File: config.mk
export PLATFORM = sky130hd
export DESIGN_NAME = data_mem_ctrl
export DESIGN_NICKNAME = d
export VERILOG_FILES = /design/src/rtl/data_mem_ctrl.sv
export SDC_FILE = /design/constraint.sdc
export NUM_CORES = 2
export LEC_CHECK = 0
export CAP_MARGIN = 0
export CORE_AREA = 8 8 443 445
export CTS_CLUSTER_SIZE = 30
export DETAILED_ROUTE_END_ITERATION = 12
export DIE_AREA = 0 0 451 453
export PLACE_DENSITY = 0.65
export SLEW_MARGIN = 20
export SYNTH_ARGS = -nofsm -noshare
export SYNTH_HDL_FRONTEND = slang
export SYNTH_SLANG_ARGS = --single-unit
File: constraint.sdc
create_clock -name clk -period 31.2 [get_ports clk]
set_input_delay 4.68 -clock clk [delete_from_list [all_inputs] [get_ports clk]]
set_output_delay 4.68 -clock clk [all_outputs]
set_load 0.05 [all_outputs]
File: src/rtl/data_mem_ctrl.sv
// data_mem_ctrl: single-write, dual-read data memory with a built-in clear/preload
// sequencer. After Reset the array is swept once. Every word is written with 0, except
// INIT_ADDR_A (INIT_VAL_A) and INIT_ADDR_B (INIT_VAL_B); A wins if the two are equal.
// busy stays high until the sweep completes.
//
// Ports:
//   clk, Reset      clock, synchronous active-high reset
//   write_en        port A write strobe (honoured only in READY)
//   addr            port A read/write address
//   data_in         port A write data
//   data_out        port A read data (READ_LAT 0: combinational, 1: registered write-first)
//   rd_addr_b       port B read address
//   data_out_b      port B read data (same latency as port A; forwards on address match)
//   busy            high from Reset until the clear sweep has finished
//   wr_ignored      one-cycle pulse after an in-range write was dropped during the sweep
module data_mem_ctrl #(
    parameter int DW          = 8,
    parameter int AW          = 8,
    parameter int DEPTH       = 256,
    parameter int READ_LAT    = 0,
    parameter int INIT_ADDR_A = 16,
    parameter int INIT_VAL_A  = 254,
    parameter int INIT_ADDR_B = 244,
    parameter int INIT_VAL_B  = 5
) (
    input  logic          clk,
    input  logic          Reset,
    input  logic          write_en,
    input  logic [AW-1:0] addr,
    input  logic [DW-1:0] data_in,
    output logic [DW-1:0] data_out,
    input  logic [AW-1:0] rd_addr_b,
    output logic [DW-1:0] data_out_b,
    output logic          busy,
    output logic          wr_ignored
);

    localparam logic [AW:0]   DEPTH_W = (AW+1)'(DEPTH);
    localparam logic [AW:0]   LAST    = (AW+1)'(DEPTH - 1);
    localparam logic [AW:0]   IA      = (AW+1)'(INIT_ADDR_A);
    localparam logic [AW:0]   IB      = (AW+1)'(INIT_ADDR_B);
    localparam logic [DW-1:0] VA      = DW'(INIT_VAL_A);
    localparam logic [DW-1:0] VB      = DW'(INIT_VAL_B);

    typedef enum logic {CLEAR, READY} state_t;

    state_t        state_q, state_d;
    logic [AW:0]   clr_ptr_q, clr_ptr_d;   // one extra bit so the terminal compare never wraps
    logic          busy_q, wr_ign_q;
    logic [DW-1:0] clr_val;
    logic [DW-1:0] rd_a, rd_b;
    logic          a_ok, b_ok;

    logic [DW-1:0] core [DEPTH];

    assign a_ok = {1'b0, addr}      < DEPTH_W;
    assign b_ok = {1'b0, rd_addr_b} < DEPTH_W;

    // next state / sweep pointer
    always_comb begin
        state_d   = state_q;
        clr_ptr_d = clr_ptr_q;
        if (state_q == CLEAR) begin
            clr_ptr_d = clr_ptr_q + 1'b1;
            if (clr_ptr_q == LAST) state_d = READY;
        end
    end

    // preload value for the word being swept; A takes priority over B
    always_comb begin
        clr_val = '0;
        if (clr_ptr_q == IA)      clr_val = VA;
        else if (clr_ptr_q == IB) clr_val = VB;
    end

    always_ff @(posedge clk) begin
        if (Reset) begin
            state_q   <= CLEAR;
            clr_ptr_q <= '0;
            busy_q    <= 1'b1;
            wr_ign_q  <= 1'b0;
        end else begin
            state_q   <= state_d;
            clr_ptr_q <= clr_ptr_d;
            // registered from next state so busy drops right after the last sweep edge
            busy_q    <= (state_d != READY);
            wr_ign_q  <= (state_q == CLEAR) && write_en && a_ok;
        end
    end

    // array: sweep writes own the port during CLEAR; out-of-range writes are dropped
    always_ff @(posedge clk) begin
        if (!Reset) begin
            if (state_q == CLEAR)
                core[clr_ptr_q[AW-1:0]] <= clr_val;
            else if (write_en && a_ok)
                core[addr] <= data_in;
        end
    end

    assign rd_a = a_ok ? core[addr]      : '0;
    assign rd_b = b_ok ? core[rd_addr_b] : '0;

    generate
        if (READ_LAT == 0) begin : g_comb
            assign data_out   = busy_q ? '0 : rd_a;
            assign data_out_b = busy_q ? '0 : rd_b;
        end else begin : g_reg
            logic [DW-1:0] dout_q, dout_b_q;
            always_ff @(posedge clk) begin
                if (Reset || busy_q) begin
                    dout_q   <= '0;
                    dout_b_q <= '0;
                end else begin
                    // write-first: a same-cycle write is returned instead of the old word
                    dout_q   <= (write_en && a_ok) ? data_in : rd_a;
                    dout_b_q <= (write_en && a_ok && rd_addr_b == addr) ? data_in : rd_b;
                end
            end
            assign data_out   = dout_q;
            assign data_out_b = dout_b_q;
        end
    endgenerate

    assign busy       = busy_q;
    assign wr_ignored = wr_ign_q;

endmodule

==> Word-level counts from Yosys, hierarchy flattened <==
Memories as Yosys holds them, arrays and structs flattened.
Index checks and enable logic that the tools add are counted.
{ "totals": {"ff_bits": 12, "ramBits": 2048, "output_inout_bits": 18, "elab_cells": 29, "mem_count": 1} }
{ "op_classes": {"addsub": 1, "eq_ne": 3, "muxes": 16, "n_bitwise": 2, "n_reduce_logical": 2} }
{ "mem_list": {"columns": ["name", "depth", "word_bits", "read_ports", "rd_clocked_by_memory_dff", "wr", "line_no", "text"], "rows": [
  ["core", 256, 8, 2, 0, 1, "54", "logic [DW-1:0] core [DEPTH];"]
]} }
{ "ops": {"columns": ["operator", "n"], "rows": [
  ["2-to-1 mux 8 bit", 5],
  ["== test 9 x 8 -> 1 bit (second input constant)", 2],
  ["2-to-1 mux 1 bit", 10],
  ["adder 9 x 1 -> 9 bit (second input constant)", 1],
  ["== test 9 x 5 -> 1 bit (second input constant)", 1],
  ["OR reduction 8 bit", 1],
  ["2-to-1 mux 3 bit", 1],
  ["inverter 1 bit", 2],
  ["logical AND 1 bit", 1]
]} }

==> Depth between registers and ports, before layout <==
{ "logic_depth": {"word_depth": 6, "mapped_depth": 12, "depth_no_buf": 7} }

==> Worst setup path after synthesis <==
Ideal clock, no wire load.
{ "synth_timing": {"path_type": "input-to-reg", "from": "input port Reset", "to": "memory core[0][0], data pin", "setup_time_ns": 2.236, "arrival_time_ns": 15.753, "setup_slack_ns": 13.211, "stages": 4, "n_path_buf": 1, "cell_sequence": "nand3b_1 > clkbuf_1 > o21ai_1 > o31ai_1"} }
{ "synth_between": {"elab_chain_cells": 4} }
{ "synth_lines": {"columns": ["element", "line_no", "text"], "rows": [
  ["start: declaration", "27", "input logic Reset,"],
  ["2-to-1 mux 1 bit", "93", "if (!Reset) begin"],
  ["2-to-1 mux 1 bit (not written as such)", "97", "core[addr] <= data_in;"],
  ["OR reduction 8 bit (no source line)", null, null],
  ["2-to-1 mux 8 bit (no source line)", null, null],
  ["end: declaration", "54", null]
]} }
No other way between the ends.

==> Final worst setup path <==
{ "layout_timing": {"from": "input port addr[0]", "to": "output port data_out[3]"} }
{ "layout_between": {"elab_chain_cells": 2} }
{ "layout_lines": {"columns": ["element", "line_no", "text"], "rows": [
  ["start: declaration", "29", "input logic [AW-1:0] addr,"],
  ["memory (256 x 8 bit)", null, null],
  ["2-to-1 mux 8 bit", "106", "assign data_out = busy_q ? '0 : rd_a;"],
  ["end: declaration", "31", "output logic [DW-1:0] data_out,"]
]} }
No other way between the ends.

==> run_summary.xml <==
<?xml version="1.0" encoding="UTF-8"?>
<metrics>
  <group name="status">
    <metric name="run_status" unit="">finished clean</metric>
  </group>
  <group name="layout">
    <metric name="finalNetCount" unit="">5377</metric>
    <metric name="layout_commonest_cell" unit="">sky130_fd_sc_hd__edfxtp_1</metric>
    <metric name="most-common-layout-cells" unit="">sky130_fd_sc_hd__edfxtp_1, sky130_fd_sc_hd__mux4_2, sky130_fd_sc_hd__mux2i_1</metric>
    <metric name="final_layout_size_suffix_gt1_share" unit="%">25.19</metric>
    <metric name="relative_area_change_from_synthesis_to_final_layout" unit="%">9.153</metric>
    <metric name="final_util" unit="%">56.36</metric>
    <metric name="final_cells" unit="">8042</metric>
  </group>
  <group name="clock_network">
    <metric name="cts_setup_buffers" unit="">0</metric>
    <metric name="cts_buffer_depth" unit="">3</metric>
    <metric name="number_of_h_tree_levels" unit="">4</metric>
    <metric name="worst_setup_hold_path_clk_slew" unit="ns">0.07</metric>
    <metric name="cts_tree" unit="">yes</metric>
    <metric name="cts_sinks" unit="">2060</metric>
    <metric name="numCtsBuffers" unit="">209</metric>
    <metric name="cts_hold_buffers" unit="">0</metric>
    <metric name="worstSkewPairLatency" unit="ns">0.88</metric>
    <metric name="cts_root_buffer" unit="">sky130_fd_sc_hd__clkbuf_16</metric>
    <metric name="cts_resized" unit="">0</metric>
  </group>
  <group name="timing">
    <metric name="finalSetupViolations" unit="">0</metric>
    <metric name="maxSlewHeadroom" unit="%">10.76</metric>
    <metric name="fin_tns_setup" unit="ns">0</metric>
    <metric name="grt_setup_unrepaired" unit="">no</metric>
    <metric name="layout_min_cycle_time" unit="ns">16.20</metric>
    <metric name="fin_skew" unit="ns">0.04254</metric>
    <metric name="maxClockFrequency" unit="MHz">61.72</metric>
    <metric name="tightest_slew" unit="ns">1.327</metric>
    <metric name="slew_viol_final" unit="">0</metric>
    <metric name="finalHoldViolations" unit="">0</metric>
    <metric name="final_min_period_over_clock_period" unit="%">51.93</metric>
  </group>
  <group name="synth">
    <metric name="synth_cell_type_count" unit="">70</metric>
    <metric name="synthesis.instances" unit="">5358</metric>
    <metric name="synth.net_count" unit="">5388</metric>
    <metric name="count_of_flip_flops_with_a_built_in_enable_after_synthesis" unit="">2048</metric>
    <metric name="mappedNetlistArea" unit="mm^2">0.09767</metric>
    <metric name="register_bit_total_from_synthesis" unit="">2060</metric>
    <metric name="most_common_flop_cell_mapped_by_yosys" unit="">sky130_fd_sc_hd__edfxtp_1</metric>
    <metric name="yosys_warnings" unit="">0</metric>
    <metric name="synth_area_per_cell" unit="um^2">18.23</metric>
    <metric name="synth.yosys.seq_area_share" unit="%">63.21</metric>
    <metric name="postSynth.asyncResetShare" unit="%">0</metric>
  </group>
  <group name="setup_path">
    <metric name="crit_path_max_fanout" unit="">92</metric>
    <metric name="crit_family" unit="">buffers and inverters</metric>
    <metric name="worst_ep_arrival_time" unit="ns">11.52</metric>
    <metric name="critical_path.startpoint_type" unit="">input port</metric>
    <metric name="end_kind" unit="">output pin</metric>
    <metric name="critPathBufInv" unit="">6</metric>
    <metric name="criticalPathCategory" unit="">input port to output pin</metric>
    <metric name="path_common_cell" unit="">sky130_fd_sc_hd__buf_4</metric>
    <metric name="required" unit="ns">26.52</metric>
    <metric name="worst_path_largest_cell_delay" unit="ns">1.05</metric>
    <metric name="cpMaxStageDelayCell" unit="">sky130_fd_sc_hd__clkdlybuf4s50_1</metric>
    <metric name="path_cells" unit="">buf_8 -&gt; buf_12 -&gt; buf_4 -&gt; buf_4 -&gt; buf_4 -&gt; mux4_2 -&gt; a211oi_1 -&gt; a211oi_1 -&gt; nand4_1 -&gt; o31ai_1 -&gt; clkdlybuf4s50_1</metric>
  </group>
  <group name="floorplanning">
    <metric name="initial_utilization" unit="%">51.63</metric>
    <metric name="die_w" unit="um">451</metric>
    <metric name="top_level_ports" unit="">45</metric>
    <metric name="dieArea" unit="mm^2">0.2043</metric>
    <metric name="fp-row-count" unit="">160</metric>
    <metric name="floorplan.die.height" unit="um">453</metric>
    <metric name="floorplan.core_area" unit="mm^2">0.1892</metric>
  </group>
  <group name="power">
    <metric name="power_report.internal_total" unit="W">0.004528</metric>
    <metric name="p_switching" unit="W">0.001343</metric>
    <metric name="clockPowerShare" unit="%">41.9</metric>
    <metric name="netSwitchingFraction" unit="%">22.87</metric>
    <metric name="power.leakage" unit="nW">33.44</metric>
    <metric name="power.sequential.fraction" unit="%">51.1</metric>
    <metric name="power_density" unit="mW/mm^2">55.06</metric>
    <metric name="post-layout-total-power" unit="W">0.005870</metric>
    <metric name="max-vdd-ir-drop" unit="mV">0.05371</metric>
    <metric name="comb_power_share" unit="%">7.0</metric>
  </group>
  <group name="global_route">
    <metric name="groute.usage.overall" unit="%">31.13</metric>
    <metric name="antenna_found_initial" unit="">13</metric>
    <metric name="largest_net_degree_at_the_start_of_global_routing" unit="">193</metric>
    <metric name="vias_in_the_first_global_route" unit="">57880</metric>
    <metric name="grt_pass1_wl" unit="um">451500</metric>
    <metric name="grt_overflow" unit="">0</metric>
  </group>
  <group name="placement">
    <metric name="gp_congestion" unit="">0.9479</metric>
    <metric name="detailed_place_hpwl" unit="um">204900</metric>
    <metric name="portBuffers" unit="">44</metric>
    <metric name="dp_cells" unit="">7646</metric>
  </group>
  <group name="detailed_routing">
    <metric name="drt-vias-per-instance" unit="">7.402</metric>
    <metric name="wl_per_cell" unit="um">40.20</metric>
    <metric name="postRouteWirelength" unit="um">323300</metric>
    <metric name="drt_iter0_markers" unit="">8949</metric>
    <metric name="vias" unit="">59530</metric>
    <metric name="dr.pass1.iters" unit="">8</metric>
    <metric name="ant_nets" unit="">0</metric>
    <metric name="remaining_drc_errors" unit="">0</metric>
  </group>
  <group name="job">
    <metric name="max_cap_violations" unit="">0</metric>
  </group>
  <group name="min_path">
    <metric name="worst_hold_path_type" unit="">register to register</metric>
  </group>
</metrics>
## state kept, by name, indices dropped and copies added, names as in the netlist
name	flops
wr_ignored	1
state_q	1
clr_ptr_q	9
core	2048
busy	1
## cell usage after synthesis, types with 7 or more instances
master,instances,share of area (%)
sky130_fd_sc_hd__buf_8,40,0.61
sky130_fd_sc_hd__nand3_1,122,0.63
sky130_fd_sc_hd__nor2b_1,17,0.11
sky130_fd_sc_hd__o41ai_1,8,0.072
sky130_fd_sc_hd__mux2i_1,474,4.9
sky130_fd_sc_hd__mux2_2,12,0.14
sky130_fd_sc_hd__buf_2,111,0.57
sky130_fd_sc_hd__nand2_1,111,0.43
sky130_fd_sc_hd__o21ai_0,130,0.67
sky130_fd_sc_hd__nand2b_1,7,0.045
sky130_fd_sc_hd__o211ai_1,12,0.092
sky130_fd_sc_hd__mux4_1,27,0.73
sky130_fd_sc_hd__nor3_1,43,0.22
sky130_fd_sc_hd__a211oi_1,14,0.11
sky130_fd_sc_hd__a22oi_1,126,0.97
sky130_fd_sc_hd__nor2_1,334,1.3
sky130_fd_sc_hd__buf_1,19,0.073
sky130_fd_sc_hd__a2111oi_0,11,0.099
sky130_fd_sc_hd__a21oi_1,119,0.61
sky130_fd_sc_hd__clkbuf_1,130,0.50
sky130_fd_sc_hd__dfxtp_1,12,0.25
sky130_fd_sc_hd__buf_4,52,0.40
sky130_fd_sc_hd__o31ai_1,23,0.18
sky130_fd_sc_hd__inv_1,10,0.038
sky130_fd_sc_hd__or3_1,15,0.096
sky130_fd_sc_hd__nand4_1,17,0.11
sky130_fd_sc_hd__mux4_2,813,19
sky130_fd_sc_hd__edfxtp_1,2048,63
sky130_fd_sc_hd__buf_6,64,0.74
sky130_fd_sc_hd__buf_12,8,0.16
sky130_fd_sc_hd__nor4_1,10,0.064
sky130_fd_sc_hd__o22ai_1,106,0.68
sky130_fd_sc_hd__and3_1,7,0.045
sky130_fd_sc_hd__o221ai_1,207,1.9
## kinds of logic after synthesis
logic type | after synthesis | share of synthesized area (%)
xor+xnor | 6 | 0.05380
compound gates | 798 | 5.691
fa+ha+maj | 3 | 0.03843
mux | 1328 | 24.52
flops | 2060 | 63.21
buf+inv | 446 | 3.202
simple gates | 717 | 3.286
## final timing paths
path                     start  cells after the start      endpoint  slack, ns
setup / recovery       addr[0]                     11   data_out[3]      15.00
hold / removal    clr_ptr_q[8]                      2  clr_ptr_q[8]       0.50
setup reg to reg       state_q                      6  core[111][7]      26.32
hold reg to reg   clr_ptr_q[8]                      2  clr_ptr_q[8]       0.50
## power by group through the flow
stage	combinational [W]	sequential [W]	clock (W)
floorplan	0.000274	0.00306	0
finish	0.000409	0.00300	0.00246
detailed placement	0.000400	0.00306	0
CTS	0.000401	0.00300	0.00247
global route	0.000418	0.00300	0.00257
global placement	0.000399	0.00306	0
## worst min-delay path, delay by kind of cell (launching register included)
| family | cells | cell delay [ns] |
|---|---|---|
| AOI/OAI and AO/OA | 1 | 0.06 |
| DFF | 1 | 0.33 |
| and+or+nand+nor | 1 | 0.08 |
## per-stage QoR
step                      cell area (um^2)  hold slack (ns)  setup slack [ns]
after CTS                           106500           0.5018             15.00
after floorplan                      97670           0.4544             13.21
after detailed placement             99910           0.4867             15.01
final                               106600           0.5024             15.00
after global placement               99810           0.4680             14.98
after global routing                106600           0.5321             14.76
## routing by layer
layer	GRT usage, %	share of wire, %	vias up
li1	-	-	22960
met1	41.48	36	31350
met2	46.76	45	4361
met3	8.455	12	856
met4	17.43	6.8	2
met5	0	0.0022	-
## final cells by class
type	instances	area, um^2
multi-input combinational	2852	33190
timing repair buffer	209	1872
antenna	9	22.52
clock buffer	265	5589
inverter	15	67.56
clock inverter	121	996.0
tap	2511	3142
fill	14310	82570
sequential	2060	61740
No activity file was read; power rests on OpenSTA's default activity.
